<file path="config.mk">
export PLATFORM = sky130hd
export DESIGN_NAME = multicycle_fsm_control
export DESIGN_NICKNAME = d
export VERILOG_FILES = /design/src/rtl/multicycle_fsm_control.sv
export SDC_FILE = /design/constraint.sdc
export NUM_CORES = 1
export LEC_CHECK = 0
export ABC_CLOCK_PERIOD_IN_PS = 2600
export CORE_MARGIN = 4
export CORE_UTILIZATION = 48
export DETAILED_ROUTE_END_ITERATION = 10
export HOLD_SLACK_MARGIN = 0.06
export PLACE_DENSITY = 0.85
export SKIP_LAST_GASP = 1
export SYNTH_ARGS = -nofsm -noshare
export SYNTH_HDL_FRONTEND = slang
export SYNTH_SLANG_ARGS = --single-unit
</file>
<file path="constraint.sdc">
create_clock -name clk -period 2.6 [get_ports clk]
set_input_delay 0.65 -clock clk [delete_from_list [all_inputs] [get_ports clk]]
set_output_delay 0.65 -clock clk [all_outputs]
set_load 0.01 [all_outputs]
</file>
<file path="src/rtl/multicycle_fsm_control.sv">
// multicycle_fsm_control
// Moore control FSM for the multicycle MIPS datapath (shared ALU, register
// file, sign-extend and unified memory). Decodes the latched opcode, drives
// every datapath mux/enable per cycle, stalls on the memory ready handshake
// and counts retired instructions.
module multicycle_fsm_control #(
    parameter int unsigned CNT_W = 32
) (
    input  logic             clk,
    input  logic             reset,
    input  logic [5:0]       opcode,
    input  logic             mem_ready,
    output logic             PCWrite,
    output logic             PCWriteCond,
    output logic             IorD,
    output logic             MemRead,
    output logic             MemWrite,
    output logic             IRWrite,
    output logic             MemtoReg,
    output logic             RegDst,
    output logic             RegWrite,
    output logic             ALUSrcA,
    output logic [1:0]       ALUSrcB,
    output logic [1:0]       ALUOp,
    output logic [1:0]       PCSource,
    output logic [3:0]       state,
    output logic             illegal_op,
    output logic             retire,
    output logic [CNT_W-1:0] instr_count
);

    typedef enum logic [3:0] {
        S_FETCH  = 4'd0,
        S_DECODE = 4'd1,
        S_MEMADR = 4'd2,
        S_MEMRD  = 4'd3,
        S_MEMWB  = 4'd4,
        S_MEMWR  = 4'd5,
        S_EXEC   = 4'd6,
        S_RWB    = 4'd7,
        S_BRANCH = 4'd8,
        S_JUMP   = 4'd9,
        S_ADDIEX = 4'd10,
        S_ADDIWB = 4'd11
    } state_t;

    localparam logic [5:0] OP_RTYPE = 6'b000000;
    localparam logic [5:0] OP_LW    = 6'b100011;
    localparam logic [5:0] OP_SW    = 6'b101011;
    localparam logic [5:0] OP_BEQ   = 6'b000100;
    localparam logic [5:0] OP_J     = 6'b000010;
    localparam logic [5:0] OP_ADDI  = 6'b001000;

    state_t           r_state;
    state_t           w_next;
    logic [CNT_W-1:0] r_count;

    // State register: synchronous reset returns the sequencer to FETCH
    always_ff @(posedge clk) begin
        if (reset) begin
            r_state <= S_FETCH;
        end else begin
            r_state <= w_next;
        end
    end

    // Next-state logic: memory states hold on !mem_ready, opcode used only in DECODE/MEMADR
    always_comb begin
        w_next = S_FETCH;
        case (r_state)
            S_FETCH:  w_next = mem_ready ? S_DECODE : S_FETCH;
            S_DECODE: begin
                case (opcode)
                    OP_RTYPE:     w_next = S_EXEC;
                    OP_LW, OP_SW: w_next = S_MEMADR;
                    OP_BEQ:       w_next = S_BRANCH;
                    OP_J:         w_next = S_JUMP;
                    OP_ADDI:      w_next = S_ADDIEX;
                    default:      w_next = S_FETCH;
                endcase
            end
            S_MEMADR: w_next = (opcode == OP_LW) ? S_MEMRD : S_MEMWR;
            S_MEMRD:  w_next = mem_ready ? S_MEMWB : S_MEMRD;
            S_MEMWB:  w_next = S_FETCH;
            S_MEMWR:  w_next = mem_ready ? S_FETCH : S_MEMWR;
            S_EXEC:   w_next = S_RWB;
            S_RWB:    w_next = S_FETCH;
            S_BRANCH: w_next = S_FETCH;
            S_JUMP:   w_next = S_FETCH;
            S_ADDIEX: w_next = S_ADDIWB;
            S_ADDIWB: w_next = S_FETCH;
            default:  w_next = S_FETCH;
        endcase
    end

    // Output decode: Moore per state, mem_ready gates fetch/store completion; all zero in reset
    always_comb begin
        PCWrite     = 1'b0;
        PCWriteCond = 1'b0;
        IorD        = 1'b0;
        MemRead     = 1'b0;
        MemWrite    = 1'b0;
        IRWrite     = 1'b0;
        MemtoReg    = 1'b0;
        RegDst      = 1'b0;
        RegWrite    = 1'b0;
        ALUSrcA     = 1'b0;
        ALUSrcB     = 2'b00;
        ALUOp       = 2'b00;
        PCSource    = 2'b00;
        illegal_op  = 1'b0;
        retire      = 1'b0;
        if (!reset) begin
            case (r_state)
                S_FETCH: begin
                    MemRead = 1'b1;
                    ALUSrcB = 2'b01;
                    IRWrite = mem_ready;
                    PCWrite = mem_ready;
                end
                S_DECODE: begin
                    ALUSrcB = 2'b11;
                    case (opcode)
                        OP_RTYPE, OP_LW, OP_SW, OP_BEQ, OP_J, OP_ADDI: illegal_op = 1'b0;
                        default:                                       illegal_op = 1'b1;
                    endcase
                end
                S_MEMADR: begin
                    ALUSrcA = 1'b1;
                    ALUSrcB = 2'b10;
                end
                S_MEMRD: begin
                    MemRead = 1'b1;
                    IorD    = 1'b1;
                end
                S_MEMWB: begin
                    RegWrite = 1'b1;
                    MemtoReg = 1'b1;
                    retire   = 1'b1;
                end
                S_MEMWR: begin
                    MemWrite = 1'b1;
                    IorD     = 1'b1;
                    retire   = mem_ready;
                end
                S_EXEC: begin
                    ALUSrcA = 1'b1;
                    ALUOp   = 2'b10;
                end
                S_RWB: begin
                    RegWrite = 1'b1;
                    RegDst   = 1'b1;
                    retire   = 1'b1;
                end
                S_BRANCH: begin
                    ALUSrcA     = 1'b1;
                    ALUOp       = 2'b01;
                    PCWriteCond = 1'b1;
                    PCSource    = 2'b01;
                    retire      = 1'b1;
                end
                S_JUMP: begin
                    PCWrite  = 1'b1;
                    PCSource = 2'b10;
                    retire   = 1'b1;
                end
                S_ADDIEX: begin
                    ALUSrcA = 1'b1;
                    ALUSrcB = 2'b10;
                end
                S_ADDIWB: begin
                    RegWrite = 1'b1;
                    retire   = 1'b1;
                end
                default: illegal_op = 1'b1;
            endcase
        end
    end

    // Retired-instruction counter, wraps modulo 2^CNT_W; retire is already masked by reset
    always_ff @(posedge clk) begin
        if (reset) begin
            r_count <= '0;
        end else if (retire) begin
            r_count <= r_count + CNT_W'(1);
        end
    end

    assign state       = r_state;
    assign instr_count = r_count;

endmodule

</file>
; ---- Yosys cells after proc, flatten, opt, wreduce, memory -nomap -nowiden
; Index checks and enable logic that the tools add are counted.
[word_totals]
ff_bits = 36
in_bits = 9
[classes]
eq_ne = 16
add_sub_neg = 1
n_reduce_logical = 11
muxes = 37
[ops]
columns = op, count
row1 = 32-bit by 1-bit adder with 32-bit output (second input constant), 1
row2 = 4-bit case mux with 7 select lines, 1
row3 = 1-bit two-way mux, 23
row4 = 4-bit case mux with 5 select lines, 1
row5 = 4-bit by 3-bit == test with 1-bit output (second input constant), 4
row6 = 4-bit == test (second input constant), 4
row7 = 6-bit == test (second input constant), 2
row8 = 11-bit OR reduction, 1
row9 = 3-bit two-way mux, 3
row10 = 4-bit by 2-bit == test with 1-bit output (second input constant), 2
row11 = 2-bit case mux with 2 select lines, 2
row12 = 2-bit OR reduction, 4
row13 = 6-bit by 2-bit == test with 1-bit output (second input constant), 1
row14 = 6-bit by 3-bit == test with 1-bit output (second input constant), 1
row15 = 6-bit by 4-bit == test with 1-bit output (second input constant), 1
row16 = 6-bit logical NOT, 1
row17 = 2-bit two-way mux, 3
row18 = 1-bit case mux with 2 select lines, 3
row19 = 2-bit case mux with 3 select lines, 1
row20 = 6-bit OR reduction, 1
row21 = 5-bit OR reduction, 1
row22 = 4-bit by 1-bit == test with 1-bit output (second input constant), 1
row23 = 4-bit logical NOT, 1
row24 = 4-bit OR reduction, 1
row25 = 3-bit OR reduction, 1

; ---- Longest topological paths before layout
; Gate-level depths: netlist of the first run.
[logic_depth]
depth_word = 5
depth_mapped = 8
depth_no_buf = 6

; ---- Worst setup path before layout of the first run
; OpenSTA, ideal clock, no wires.
[synth_path]
kind = input to output
from = input port opcode[2]
to = output port illegal_op
required_ps = 1950
path_buffers = 0
arrival_ps = 1713
stages = 5
slack_ps = 237
cell_sequence = xor2_1 -> o21ai_0 -> nor4_1 -> or4b_1 -> a21oi_1
[synth_via]
elab_chain_cells = 5
word_cells_on_any_way = 10
[synth_rtl]
columns = element, line
row1 = from (decl), 11  ; input logic [5:0] opcode,
row2 = 6-bit == test (tied with other cells), 123  ; case (opcode)
row3 = 6-bit OR reduction (*), 123
row4 = 1-bit two-way mux (*), 123
row5 = 1-bit case mux with 2 select lines (*), 114  ; case (r_state)
row6 = 1-bit two-way mux (*), 113  ; if (!reset) begin
row7 = to (decl), 27  ; output logic illegal_op,
; Mark *: on every way between the ends. The rest lies on a longest branch, timed or not.

; ---- Final worst setup path of the first run
[layout_path]
from = input port opcode[0]
to = output port illegal_op
; Same word-level chain as after synthesis.

==> results.md, run 1 <==
- HP Start: instr_count[29]$_SDFFE_PP0P_
- CTS sink count: 36
- Starting density of the core: 50.26%
- Fin crit share: 102.3%
- Fin area: 3119 um^2
- GPL Wtd Cong: 0.8975
- Final ANT Viol Nets: 0
- Worst r2r dst: instr_count[14]$_SDFFE_PP0P_
- Worst Setup SP: opcode[0]
- Reg2reg start: state[0]$_SDFF_PP0_
- Synth warn: 0
- CTS root buf: clkbuf_8
- Reported max-cap violation count: 0
- Run status: finished with violations
- Area of the mapped netlist: 2203 um^2
- Gate count after technology mapping: 281
- XOR/XNOR Fraction of Synth Area: 8.745%
- Post-synthesis register bit count: 36
- First-pass GRT wire length: 9473 um
- Ys flop type: dfxtp_1
- R2R depth: 7
- CTS Hold Bufs: 0
- R2R Setup Slk: 0.49 ns
- Peak fanout along the critical path: 4
- Violated checks: negative setup slack
- Relative slew slack: 70.09%
- Fin cells: 415
- TritonCTS Buffers: 5
- Fraction of registers with async set/reset: 0%
- Skew final: 0.004742 ns
- Critical path arrival: 2.01 ns
- Register area share after synthesis: 32.71%
- Die X-Extent: 75.75 um
- DIE AREA: 5738 um^2
- Hold WC Path Type: flip-flop to flip-flop
- Dpl ws: -0.8071 ns
- Skew-Pair Late Insertion Delay: 0.30 ns
- DP HPWL: 4418 um
- Multiplexer share of the synthesized area: 0.4543%
- DR WL/cell: 14.33 um
- Crit start category: primary input
- Total Power: 1.073 mW
- Max-slew violation count: 0
- Leak: 1.186 nW
- Synthesized area per cell: 7.841 um^2
- Share of layout cells above drive strength 1: 16.80%
- Clock transition at the registers of the reported paths: 0.07 ns
- FP Rows: 24
- Htree depth: 2
- Antenna violations before repair: 0
- Vias: 2369
- Largest family of logic cells by synthesized area: simple AND/OR/NAND/NOR gates
- Largest net degree at the start of global routing: 23
- Fillcell total: 367
- Crit path to: illegal_op
- Final min period: 2.661 ns
- Area growth syn-to-layout: 41.57%
- Vias per cell: 5.708
- Final Hold Viols: 0
- Total gr overflow: 0
- RSZ-0062 raised after global routing: yes
- Dpl cell area: 3017 um^2
- Post-synth cell types: 53
- DRT Pass-1 Iters: 4
- TritonCTS clock tree: yes
- IO Port Bufs: 62
- Global Route Usage Sum: 21.09%
- # setup viols final: 1
- Critical Path RT: 1.95 ns
- Post-Syn Nets: 291
- Setup WS post-layout: -0.06091 ns
- Iteration-0 DRC count of the detailed router: 120
- Pwr/cell area: 344.1 nW/um^2
- Max Buffers Root-to-Sink: 2
- CP endpoint kind: output port
- Io pins: 63
- CORE AREA: 4384 um^2
- Synth Area in Compound Gates: 11.07%
- Crit path kind: primary input to output port
- Die height: 75.75 um
- Area of the multi-input gates: 1391 um^2
- N_diodes: 0
- Area share of and/or/nand/nor cells after synthesis: 41.17%
- Number of flops mapped to enable cells by yosys: 0
- Adder-cell area share of the yosys netlist: 0.5679%
- Register Area: 720.7 um^2
- Inst Count DP: 407
- Number of global-route vias before repair: 2166
- Fmax: 375.8 MHz
- Drc violations: 0
- Final nets: 372
- Drt total wl: 5945 um
- VDD IR max: 246.8 uV
- Least-Margin Pin Slew: 0.4374 ns
area by class of cell:
class                   instances  share of cell area (%)
multi-input cells             221                   44.60
repair buffers                 91                   26.35
flip-flops and latches         36                   23.10
clock buffers                   7                   2.768
well taps                      52                   2.086
inverters                       7                  0.8424
clock inverters                 1                  0.2407
per-layer routing:
metal / GRT usage [%] / vias up / part of all wire (%)
li1: - / 1173 / -
met1: 25.80 / 1112 / 43
met2: 35.36 / 73 / 50
met3: 4.485 / 11 / 5.5
met4: 9.320 / 0 / 1.5
met5: 0 / - / 0
cells in the mapped netlist (all sizes together), types with 2 or more instances:
master | instances | area [um^2]
nor2b | 3 | 18.77
nand4b | 4 | 50.05
nor3 | 16 | 96.35
buf | 10 | 63.81
inv | 7 | 26.28
and2 | 5 | 31.28
nand3 | 14 | 75.07
or4 | 5 | 37.54
nor3b | 2 | 15.01
xnor2 | 11 | 96.34
nand2 | 19 | 71.32
or2 | 4 | 27.53
dfxtp | 36 | 720.7
o21ai | 16 | 80.07
or3 | 6 | 42.54
nand2b | 3 | 18.77
xor2 | 11 | 96.34
and3 | 10 | 62.56
nor4 | 9 | 68.81
a21oi | 18 | 90.09
clkbuf | 7 | 26.28
nand4 | 12 | 96.34
nand3b | 2 | 15.01
nor2 | 36 | 135.1
cell usage in the layout, fill, tap and decap left out, drive strengths merged, types with 5 or more instances in the layout:
cell type	Yosys	routed
a21oi	18	18
and2	5	5
and3	10	10
buf	10	30
clkbuf	7	11
clkdlybuf4s50	0	46
dfxtp	36	36
dlygate4sd2	0	7
inv	7	7
nand2	19	19
nand3	14	14
nand4	12	12
nor2	36	36
nor3	16	16
nor4	9	9
o21ai	16	16
or3	6	6
or4	5	5
xnor2	11	11
xor2	11	11
how the worst min path moves through the flow:
stage,slack [ns],end,cells after the start
after floorplan,0.50,instr_count[31]$_SDFFE_PP0P_,2
after global placement,0.47,instr_count[31]$_SDFFE_PP0P_,2
after detailed placement,0.50,instr_count[29]$_SDFFE_PP0P_,2
after CTS,0.51,instr_count[31]$_SDFFE_PP0P_,2
after global routing,0.53,instr_count[27]$_SDFFE_PP0P_,2
final,0.50,instr_count[29]$_SDFFE_PP0P_,2
critical path, stage by stage:
cell	delay, ns
dlygate4sd2_1	0.27
and3_4	0.18
o21ai_1	0.11
or4b_4	0.47
a21oi_2	0.18
buf_2	0.15
state kept, by name, indices dropped and copies added, names as in the netlist:
name and flops:
instr_count 32, state 4
through the flow:
step / utilization [%] / setup TNS (ns) / hold WS [ns]
after floorplan: - / 0 / 0.5023
after global placement: 68.81 / -4.041 / 0.4675
after detailed placement: 68.81 / -4.958 / 0.4958
after CTS: 70.69 / -0.1285 / 0.5056
after global routing: 71.15 / -0.1176 / 0.5315
final: 71.15 / -0.06091 / 0.5018
power breakdown:
group	internal (mW)	switching (mW)	total, mW	leakage (nW)
sequential	0.552	0.00194	0.554	0.290
combinational	0.0464	0.0509	0.0972	0.851
clock	0.215	0.206	0.422	0.0445
logic make-up (layout without fill, tap and decap cells):
logic type,count (synthesis),after routing
adder cells (fa/ha/maj),1,1
multiplexers,1,1
XOR/XNOR,22,22
AO/OA/AOI/OAI,43,43
flip-flops,36,36
AND/OR/NAND/NOR,154,154
buffers and inverters,24,106
what timing repair did:
action | in CTS | in global routing
pin swaps | 1 | 4
hold endpoints to repair | 0 | 0
setup buffers | 0 | 0
gates resized for setup | 18 | 19
setup endpoints to repair | 18 | 12
No activity file was read; power rests on OpenSTA's default activity.
==> inputs of run 2 (changes only) <==
- CAP_MARGIN: not set -> 0
- HOLD_SLACK_MARGIN: 0.06 -> 0.02
==> results of run 2 <==
The final DEF is identical to that of run 1; final timing and power are the same.
